**src/rtl/ae_luma_stats.sv**
```systemverilog
// Per-frame luma statistics for auto-exposure: RGB888 -> luma, windowed sum,
// and a serial divide at each frame boundary that yields the mean brightness.
module ae_luma_stats #(
  parameter int H_START   = 0,
  parameter int H_END     = 1280,
  parameter int V_START   = 0,
  parameter int V_END     = 720,
  parameter bit VSYNC_POL = 1'b1
) (
  input  logic       clk,
  input  logic       rst,
  input  logic       vsync,
  input  logic       de,
  input  logic [7:0] r,
  input  logic [7:0] g,
  input  logic [7:0] b,
  output logic [7:0] avg_brightness,
  output logic       frame_done,
  output logic       busy,
  output logic       overrun
);

  typedef enum logic [1:0] {IDLE, DIV, DONE} state_t;

  state_t      state_q, state_d;
  logic        vs_d_q, vs_d_d;
  logic        de_q, de_d;
  logic [15:0] x_q, x_d;
  logic [15:0] y_q, y_d;
  logic [7:0]  luma_q, luma_d;
  logic        luma_vld_q, luma_vld_d;
  logic        win_q, win_d;
  logic [31:0] acc_q, acc_d;
  logic [23:0] cnt_q, cnt_d;
  logic [4:0]  iter_q, iter_d;
  logic [31:0] dq_q, dq_d;
  logic [23:0] rem_q, rem_d;
  logic [23:0] dvs_q, dvs_d;
  logic [7:0]  avg_q, avg_d;
  logic        overrun_q, overrun_d;

  logic        frame_edge;
  logic [15:0] luma_sum;
  logic signed [31:0] x_s, y_s;
  logic        in_win;
  logic [32:0] acc_sum;
  logic [24:0] rem_shift;
  logic        rem_ge;
  logic [23:0] rem_next;
  logic [31:0] dq_next;
  logic [7:0]  quot_sat;

  assign frame_edge = VSYNC_POL ? (vsync & ~vs_d_q) : (~vsync & vs_d_q);

  // Weights sum to 256, so the rounded result never exceeds 16 bits.
  assign luma_sum = 16'd77 * {8'd0, r} + 16'd150 * {8'd0, g}
                  + 16'd29 * {8'd0, b} + 16'd128;

  assign x_s    = {16'd0, x_q};
  assign y_s    = {16'd0, y_q};
  assign in_win = (x_s >= H_START) && (x_s < H_END) &&
                  (y_s >= V_START) && (y_s < V_END);

  always_comb begin
    vs_d_d     = vsync;
    de_d       = de;
    luma_d     = 8'(luma_sum >> 8);
    luma_vld_d = de;
    win_d      = in_win;

    x_d = x_q;
    y_d = y_q;
    if (frame_edge) begin
      x_d = '0;
      y_d = '0;
    end else if (de) begin
      if (x_q != '1) x_d = x_q + 16'd1;
    end else if (de_q) begin
      x_d = '0;
      if (y_q != '1) y_d = y_q + 16'd1;
    end
  end

  assign acc_sum = {1'b0, acc_q} + {25'd0, luma_q};

  // The boundary cycle clears the sums, so a pixel landing there is dropped.
  always_comb begin
    acc_d = acc_q;
    cnt_d = cnt_q;
    if (frame_edge) begin
      acc_d = '0;
      cnt_d = '0;
    end else if (luma_vld_q && win_q) begin
      acc_d = acc_sum[32] ? 32'hFFFF_FFFF : acc_sum[31:0];
      if (cnt_q != '1) cnt_d = cnt_q + 24'd1;
    end
  end

  assign rem_shift = {rem_q, dq_q[31]};
  assign rem_ge    = rem_shift >= {1'b0, dvs_q};
  assign rem_next  = rem_ge ? 24'(rem_shift - {1'b0, dvs_q}) : rem_shift[23:0];
  assign dq_next   = {dq_q[30:0], rem_ge};
  assign quot_sat  = (dq_next[31:8] != 24'd0) ? 8'hFF : dq_next[7:0];

  always_comb begin
    state_d   = state_q;
    iter_d    = iter_q;
    dq_d      = dq_q;
    rem_d     = rem_q;
    dvs_d     = dvs_q;
    avg_d     = avg_q;
    overrun_d = frame_edge && (state_q != IDLE);
    case (state_q)
      IDLE: begin
        if (frame_edge) begin
          state_d = DIV;
          iter_d  = '0;
          dq_d    = acc_q;
          rem_d   = '0;
          dvs_d   = cnt_q;
        end
      end
      DIV: begin
        dq_d   = dq_next;
        rem_d  = rem_next;
        iter_d = iter_q + 5'd1;
        if (iter_q == 5'd31) begin
          state_d = DONE;
          avg_d   = (dvs_q == 24'd0) ? 8'd0 : quot_sat;
        end
      end
      DONE:    state_d = IDLE;
      default: state_d = IDLE;
    endcase
  end

  always_ff @(posedge clk) begin
    if (rst) begin
      state_q    <= IDLE;
      vs_d_q     <= 1'b0;
      de_q       <= 1'b0;
      x_q        <= '0;
      y_q        <= '0;
      luma_q     <= '0;
      luma_vld_q <= 1'b0;
      win_q      <= 1'b0;
      acc_q      <= '0;
      cnt_q      <= '0;
      iter_q     <= '0;
      dq_q       <= '0;
      rem_q      <= '0;
      dvs_q      <= '0;
      avg_q      <= '0;
      overrun_q  <= 1'b0;
    end else begin
      state_q    <= state_d;
      vs_d_q     <= vs_d_d;
      de_q       <= de_d;
      x_q        <= x_d;
      y_q        <= y_d;
      luma_q     <= luma_d;
      luma_vld_q <= luma_vld_d;
      win_q      <= win_d;
      acc_q      <= acc_d;
      cnt_q      <= cnt_d;
      iter_q     <= iter_d;
      dq_q       <= dq_d;
      rem_q      <= rem_d;
      dvs_q      <= dvs_d;
      avg_q      <= avg_d;
      overrun_q  <= overrun_d;
    end
  end

  assign avg_brightness = avg_q;
  assign frame_done     = (state_q == DONE);
  assign busy           = (state_q != IDLE);
  assign overrun        = overrun_q;

endmodule

```
**config.mk**
```make
export PLATFORM = sky130hd
export DESIGN_NAME = ae_luma_stats
export DESIGN_NICKNAME = d
export VERILOG_FILES = /design/src/rtl/ae_luma_stats.sv
export SDC_FILE = /design/constraint.sdc
export NUM_CORES = 1
export LEC_CHECK = 0
export CORE_ASPECT_RATIO = 1.75
export CORE_UTILIZATION = 40
export CTS_CLUSTER_SIZE = 28
export DETAILED_ROUTE_END_ITERATION = 12
export PLACE_DENSITY_LB_ADDON = 0.2
export SLEW_MARGIN = 10
export SYNTH_ARGS = -nofsm -noshare
export SYNTH_HDL_FRONTEND = slang
export SYNTH_SLANG_ARGS = --single-unit
```
**constraint.sdc**
```tcl
create_clock -name clk -period 7.6 [get_ports clk]
set_clock_uncertainty 0.05 [all_clocks]
set_input_delay 1.9 -clock clk [delete_from_list [all_inputs] [get_ports clk]]
set_output_delay 1.9 -clock clk [all_outputs]
set_load 0.03 [all_outputs]
```
After elaboration in Yosys (flattened, before gate mapping)
Cells that the tools add are included.

Register bits after elaboration: 195. Bits of input ports: 28. Output and inout bits: 11. Logic and storage cells: 79.

Equal/unequal tests: 9. Add/sub/neg operators: 9. Multiply operators: 3. Mux-type cells: 16. Reductions and logical operators: 19. Bitwise gates (word level): 3. $lt $le $gt $ge: 5.

Operators by type and width (count): 32-bit 2-to-1 mux (2); 32-bit case mux with 2 select lines (1); 16-bit 2-to-1 mux (3); 24-bit 2-to-1 mux (2); 24-bit case mux with 2 select lines (1); 32-bit by 8-bit adder with 33-bit output (1); 16-bit by 1-bit adder with 16-bit output, second input constant (2); 16-bit by 1-bit >= comparator with 1-bit output, second input constant (2); 16-bit != test, second input constant (2); 7-bit by 8-bit multiplier with 15-bit output, first input constant (2); 25-bit by 24-bit >= comparator with 1-bit output (1); 24-bit by 1-bit adder with 24-bit output, second input constant (1); 24-bit zero test (1); 24-bit != test, second input constant (1); 24-bit nonzero test (1); 24-bit subtractor (1); 15-bit by 16-bit adder with 16-bit output (1); 16-bit by 13-bit adder with 16-bit output (1); 16-bit by 8-bit adder with 16-bit output, second input constant (1); 16-bit by 10-bit < comparator with 1-bit output, second input constant (1); 16-bit by 11-bit < comparator with 1-bit output, second input constant (1); 8-bit 2-to-1 mux (2); 5-bit by 8-bit multiplier with 13-bit output, first input constant (1); 2-bit AND reduction (6); 17 further kinds (26).

Longest topological paths before layout
Gate-level depths: netlist of run 1.

Depth in word-level cells: 4. Gate-level depth with buffers: 26. Mapped depth without buffers: 26.

Worst setup path before layout of run 1
No wires, ideal clock.

Path kind: input port to flip-flop. From: in g[4]. To: reg luma_q[7]. Setup slack: -0.441 ns. Buffers on the path: 0. Arrival time: 7.863 ns. Data required time: 7.422 ns. Stages on the path: 23. Cells stage by stage: ha_1 > ha_1 > inv_1 > fa_1 > fa_1 > inv_1 > ha_1 > xnor2_1 > fa_1 > fa_1 > inv_1 > fa_1 > inv_1 > fa_1 > ha_1 > ha_1 > o211a_1 > a221o_1 > a211oi_2 > o21ai_1 > xnor2_1 > xnor2_1 > nor2_1.

Word-level cells in the longest chain between the ends: 4.

Ends and longest elaborated chain: from (decl) (line 15) `input logic [7:0] g,`; 7-bit by 8-bit multiplier with 15-bit output (line 56) `assign luma_sum = 16'd77 * {8'd0, r} + 16'd150 * {8'd0, g}`; 15-bit by 16-bit adder with 16-bit output (line 56); 16-bit by 13-bit adder with 16-bit output (line 57) `+ 16'd29 * {8'd0, b} + 16'd128;`; 16-bit by 8-bit adder with 16-bit output (line 57); to (signal assigned) (line 161) `luma_q <= luma_d;`; to (decl) (line 30) `logic [7:0] luma_q, luma_d;`.

Every way passes these cells. A chain may end at the register's enable or synchronous reset.

Final worst setup path of run 1
Ends and elaborated chain as after synthesis.

==> metrics.cfg, run 1 <==
[run_status]
status = finished with violations
violations = negative setup slack

[global_routing]
grt_max_degree = 87
grt_pass1_vias = 11200
overflow = 0
track_usage = 0.204
antenna_found_initial = 0
grt_pass1_wl_mm = 52.7

[synth]
syn_area_um2 = 12900
async_flop_share = 0
synth_edf_count = 0
synth_cells = 1554
avgSynthCellArea_um2 = 8.32
yosys.cell_types.count = 75
syn_nets = 1771
ys_ff_latch = 195
yosys_warnings = 0
ys_seq_area_frac = 0.302
synth_ff_type = dfxtp_1

[detailed_routing]
drt_iter0_markers = 352
ant_nets = 0
dr_wl_met3_um = 525
drc = 0
m1WireLength_mm = 11.7
num_vias = 10800
vias_per_cell = 5.32
wl_mm = 31.8
first_pass_iters = 5
wl_per_cell_um = 15.6
top_layer = met4
wl_met2_mm = 18.3

[setup_path]
cp_common_cell = ha_4
slowest_delay_ps = 570
crit_fanout = 3
path_buf_inv = 4
cp_top_family = adder cells
crit_path_end_kind = flop
reg2reg_slack_ps = 4180
arrival_ps = 7910
critical_path_class = in -> reg
start_kind = input port
cp.required_ps = 7850
slowest_stage = fa_1

[placed_design]
gp_congestion = 0.905
post-dp-hpwl_mm = 24.8
port_buffers = 38

[final_layout]
fin_nets = 1849
fill_cells = 3153
area_growth_pct = 16.5
drive_gt1_frac = 0.111
diodes = 0

[cts]
path_clk_slew_ps = 70
cts_tree = built
ctsHoldBuffers = 0
cts_made_buffers = 17
clockBufferDepth = 2
htreeDepth = 4
clk_latency_ps = 460
clock_sinks = 195
clock-root-buffer = clkbuf_16

[pwr]
p_clk_frac = 0.157
p_sw_frac = 0.399
total_power_w = 0.00581
p_comb_frac = 0.649
p_per_area_nw_per_um2 = 386
seqPwrFrac = 0.194
leakage_nw = 6.40
power.switching_w = 0.00232
intPower_w = 0.00349
ir_worst_vdd_uv = 479

[floorplanning]
dieArea_um2 = 33100
die_width_um = 138
row_count = 86
io_pins = 39
start_util = 0.409
die_y_um = 240
coreArea_um2 = 31600

[sta]
finalHoldWorstSlack_ps = 424
slew_headroom = 0.216
drv_slew = 0
hold_viol = 0
max_freq_mhz = 131
period_minus_slack_ps = 7650
min_period_over_period = 1.01
final.setup.worst_slack_ps = -54.8
setup-violations-final = 1
worst_pin_slew_ps = 1170
rsz0062_at_grt = yes

[min_path]
holdCritPathClass = reg -> reg

[run]
drv_cap = 0

-- area by class of cell --
cell class | instances | area [um2] | area share
inverters | 148 | 556 | 0.0369
repair buffers | 109 | 916 | 0.0608
flip-flops and latches | 195 | 3900 | 0.259
clock inverters | 14 | 156 | 0.0104
well taps | 396 | 495 | 0.0329
multi-input cells | 1161 | 8600 | 0.571
clock buffers | 18 | 439 | 0.0292
-- Yosys cell counts (21+ instances only) --
library cell	count	area, um2
xor2_1	53	464
ha_1	132	1650
xnor2_1	34	298
inv_1	148	556
and3_1	29	181
dfxtp_1	195	3900
nand2_1	135	507
a21oi_1	133	666
nand3_1	43	215
nor3_1	22	110
o21ai_0	55	275
clkbuf_1	34	128
nor4_1	48	300
fa_1	57	1140
nor2_1	214	803
nand4_1	21	131
-- through the flow --
| stage | TNS (ps) | cells | area, um2 | worst slack (ps) | utilization |
|---|---|---|---|---|---|
| after floorplan | -20.5 | 1554 | 13100 | -20.5 | - |
| after global placement | -4250 | 2002 | 14300 | -821 | 0.451 |
| after detailed placement | -5410 | 2002 | 14300 | -1000 | 0.451 |
| after CTS | -49.3 | 2035 | 14900 | -49.3 | 0.472 |
| after global routing | -705 | 2041 | 15100 | -244 | 0.476 |
| final | -54.8 | 2041 | 15100 | -54.8 | 0.476 |
-- layout by cell type, fill, tap and decap left out, types with 4 or more instances in the layout --
cell type,instances
a2111oi_0,5
o21ai_0,55
a211oi_1,8
o211a_1,5
xnor2_1,32
mux2i_1,10
o31a_1,4
nand2b_1,11
a31oi_1,13
ha_4,19
clkbuf_16,17
nand2_1,135
nand4_1,21
a21oi_2,4
and3_1,29
fa_1,56
nor2b_1,15
inv_1,140
nor4_1,48
nor3_1,22
or2_2,7
inv_8,5
xor2_1,51
o21a_1,10
and2_1,9
ha_1,113
nor2_1,211
buf_6,5
nand3_1,43
o211ai_1,5
or3_1,6
clkdlybuf4s50_1,30
buf_4,69
dfxtp_1,195
a21o_1,4
a21oi_1,129
and4_1,9
inv_2,8
-- power groups by stage --
stage | Sequential (W) | Combinational (W) | Clock (W)
6_report | 0.00113 | 0.00377 | 0.000910
2_1_floorplan | 0.00114 | 0.00232 | 0
3_3_place_gp | 0.00115 | 0.00332 | 0
5_1_grt | 0.00114 | 0.00426 | 0.000971
4_1_cts | 0.00113 | 0.00348 | 0.000938
3_5_place_dp | 0.00115 | 0.00343 | 0
-- tightest hold or removal path: cells and delay by family (launching register included) --
| family | cells | cell delay (ps) |
|---|---|---|
| simple gates | 1 | 50 |
| compound gates | 1 | 50 |
| flops | 1 | 320 |
-- state kept, by name (all words and copies together), names as in the netlist --
name            flops
acc_q              32
avg_brightness      8
cnt_q              24
dq_q               32
dvs_q              24
iter_q              5
luma_q              8
luma_vld_q          1
overrun             1
rem_q              24
state_q             2
vs_d_q              1
win_q               1
x_q                16
y_q                16
-- cells by family (layout without fill, tap and decap cells) --
logic type | Yosys count | in the layout | share of synthesized area
AO/OA/AOI/OAI | 287 | 287 | 0.138
XOR/XNOR | 87 | 87 | 0.0589
adder cells (fa/ha/maj) | 189 | 189 | 0.216
buffers and inverters | 198 | 289 | 0.0597
flip-flops | 195 | 195 | 0.302
multiplexers | 11 | 11 | 0.00861
AND/OR/NAND/NOR | 587 | 587 | 0.217
-- repair_timing --
item                                    in CTS  in global routing
setup buffers                                1                  6
pin swaps                                   24                 34
endpoints found under the setup margin       6                  5
resized for setup                           35                 26
-- worst paths after layout --
check / startpoint / endpoint / cells past startpoint
setup / recovery: g[4] / luma_q[7]$_SDFF_PP0_ / 25
hold reg to reg: dvs_q[18]$_SDFFE_PP0P_ / dvs_q[18]$_SDFFE_PP0P_ / 2
setup reg to reg: dvs_q[15]$_SDFFE_PP0P_ / rem_q[20]$_SDFFE_PP0P_ / 11
hold / removal: dvs_q[18]$_SDFFE_PP0P_ / dvs_q[18]$_SDFFE_PP0P_ / 2
-- routing by layer --
metal	up-vias	GRT usage
met5	-	0
met4	0	0.0939
met3	64	0.0243
met2	130	0.418
met1	5157	0.189
li1	5497	-
Power figures use the tool's default switching activity.
==> inputs of run 2 (changes only) <==
- CTS_CLUSTER_SIZE: 28 -> 12
- GPL_ROUTABILITY_DRIVEN: unset -> 0
==> results of run 2 <==
No change in the layout: final DEF, timing and power equal those of run 1.
==> inputs of run 3 (changes only) <==
- CORE_MARGIN: unset -> 2
- CORE_UTILIZATION: 40 -> 54
==> metrics.cfg, run 3 (synthesized netlist as in run 1, its figures left out) <==
[detailed_routing]
drc = 0  ; unchanged
num_vias = 11000  ; +1.5%
wl_mm = 30.6  ; -3.7%
drt_iter0_markers = 486  ; +38%
ant_nets = 0  ; unchanged
first_pass_iters = 5  ; unchanged
wl_per_cell_um = 15.7  ; +1.0%
vias_per_cell = 5.66  ; +6.5%

[setup_path]
cp_common_cell = ha_4
arrival_ps = 7860  ; -50 ps
cp_top_family = adder cells
slowest_delay_ps = 520  ; -50 ps
cp.required_ps = 7870  ; +20 ps
crit_path_end_kind = flop
slowest_stage = fa_1
crit_fanout = 3  ; unchanged
critical_path_class = in -> reg
start_kind = input port
path_buf_inv = 5  ; +1

[floorplanning]
row_count = 74  ; -14%
io_pins = 39  ; unchanged
start_util = 0.552  ; +0.143
coreArea_um2 = 23400  ; -26%
die_y_um = 209  ; -13%
dieArea_um2 = 25200  ; -24%
die_width_um = 121  ; -12%

[sta]
min_period_over_period = 0.999  ; -0.00783
worst_pin_slew_ps = 1060  ; -116 ps
hold_viol = 0  ; unchanged
max_freq_mhz = 132  ; +0.78%
drv_slew = 0  ; unchanged
rsz0062_at_grt = yes
setup-violations-final = 0  ; -1
slew_headroom = 0.293  ; +0.0772
period_minus_slack_ps = 7600  ; -59.5 ps

[final_layout]
layout.cells.non_filler = 1945  ; -4.7%
diodes = 0  ; unchanged
top_regs = acc_q (32), dq_q (32)
drive_gt1_frac = 0.112  ; +0.000879
area_growth_pct = 15.5
fin_nets = 1845  ; -0.22%
final_cell_mix = 211 x nor2_1, 195 x dfxtp_1, 141 x inv_1
mostFrequentLayoutCell = nor2_1
fill_cells = 2006  ; -36%

[pwr]
ir_worst_vdd_uv = 470  ; -1.8%
leakage_nw = 6.37  ; -0.44%
total_power_w = 0.00562  ; -3.3%
p_per_area_nw_per_um2 = 376  ; -2.4%

[cts]
cts_tree = built
clock-root-buffer = clkbuf_16
htreeDepth = 4  ; unchanged
clockBufferDepth = 2  ; unchanged
clk_latency_ps = 450  ; about the same
cts_made_buffers = 17  ; unchanged
clock_sinks = 195  ; unchanged
path_clk_slew_ps = 70  ; about the same

[global_routing]
track_usage = 0.248  ; +0.0446
overflow = 0  ; unchanged
grt_pass1_vias = 11000  ; -1.2%
antenna_found_initial = 0  ; unchanged
grt_max_degree = 66  ; -24%
grt_pass1_wl_mm = 50.6  ; -3.9%

[placed_design]
post-dp-hpwl_mm = 23.6  ; -5.0%
port_buffers = 38  ; unchanged
placedCellCount = 1913  ; -4.4%

[run]
drv_cap = 0  ; unchanged

[run_status]
status = completed

[min_path]
holdCritPathClass = reg -> reg

## run 3: cell count changes in the layout (fill, tap and decap cells not counted), sizes merged
cell  previous run  this run
buf             76        72
## run 3: final cells by class
type	instances	area [um2]	share of cell area
clock buffers	18	429	0.0287
clock inverters	14	138	0.00922
inverters	148	556	0.0372
multi-input cells	1161	8650	0.579
flip-flops and latches	195	3900	0.262
well taps	304	380	0.0255
repair buffers	105	873	0.0585
## run 3: report_power, final
group | internal (W) | total, W | switching, W | leakage [nW]
registers | 0.00109 | 0.00113 | 0.0000365 | 1.58
clock network | 0.000437 | 0.000875 | 0.000439 | 0.278
logic | 0.00181 | 0.00362 | 0.00181 | 4.51
## run 3: path summary, 6_finish.rpt
kind                                        startpoint                     end  slack (ps)  cells past startpoint
worst max-delay path                              g[6]    luma_q[7]$_SDFF_PP0_           5                     26
worst min-delay path            dvs_q[23]$_SDFFE_PP0P_  dvs_q[23]$_SDFFE_PP0P_         420                      2
worst max register to register  dvs_q[15]$_SDFFE_PP0P_  rem_q[20]$_SDFFE_PP0P_        4260                     11
worst min register to register  dvs_q[23]$_SDFFE_PP0P_  dvs_q[23]$_SDFFE_PP0P_         420                      2
## run 3: metal layers
layer	GRT usage	vias up	share of wire	wire (um)
met5	0	-	0	0
met4	0.111	0	0.041	1250
met3	0.0328	72	0.026	786
met2	0.487	211	0.56	17100
met1	0.252	5246	0.37	11500
li1	-	5484	-	-
## run 3: worst min-delay path: stages (launching register included)
cell and delay, ps:
dfxtp_1 320, nand2_1 50, a21oi_1 50
## run 3: stage by stage
step	util	hold slack [ps]	setup TNS, ps	setup WS (ps)	area, um2
6_report	0.637	420	0	4.72	14900
5_1_grt	0.637	449	-291	-168	14900
4_1_cts	0.634	423	-6.77	-6.77	14800
3_5_place_dp	0.605	414	-6580	-1110	14200
3_3_place_gp	0.605	410	-3920	-778	14200
2_1_floorplan	-	396	-20.5	-20.5	13100
## run 3: what timing repair did
action | CTS | global route
hold endpoints to repair | 0 | 0
setup buffers | 0 | 0
pin swaps | 19 | 30
gates resized for setup | 41 | 25
gates cloned | 0 | 0
setup endpoints to repair | 6 | 5
hold buffers | 0 | 0
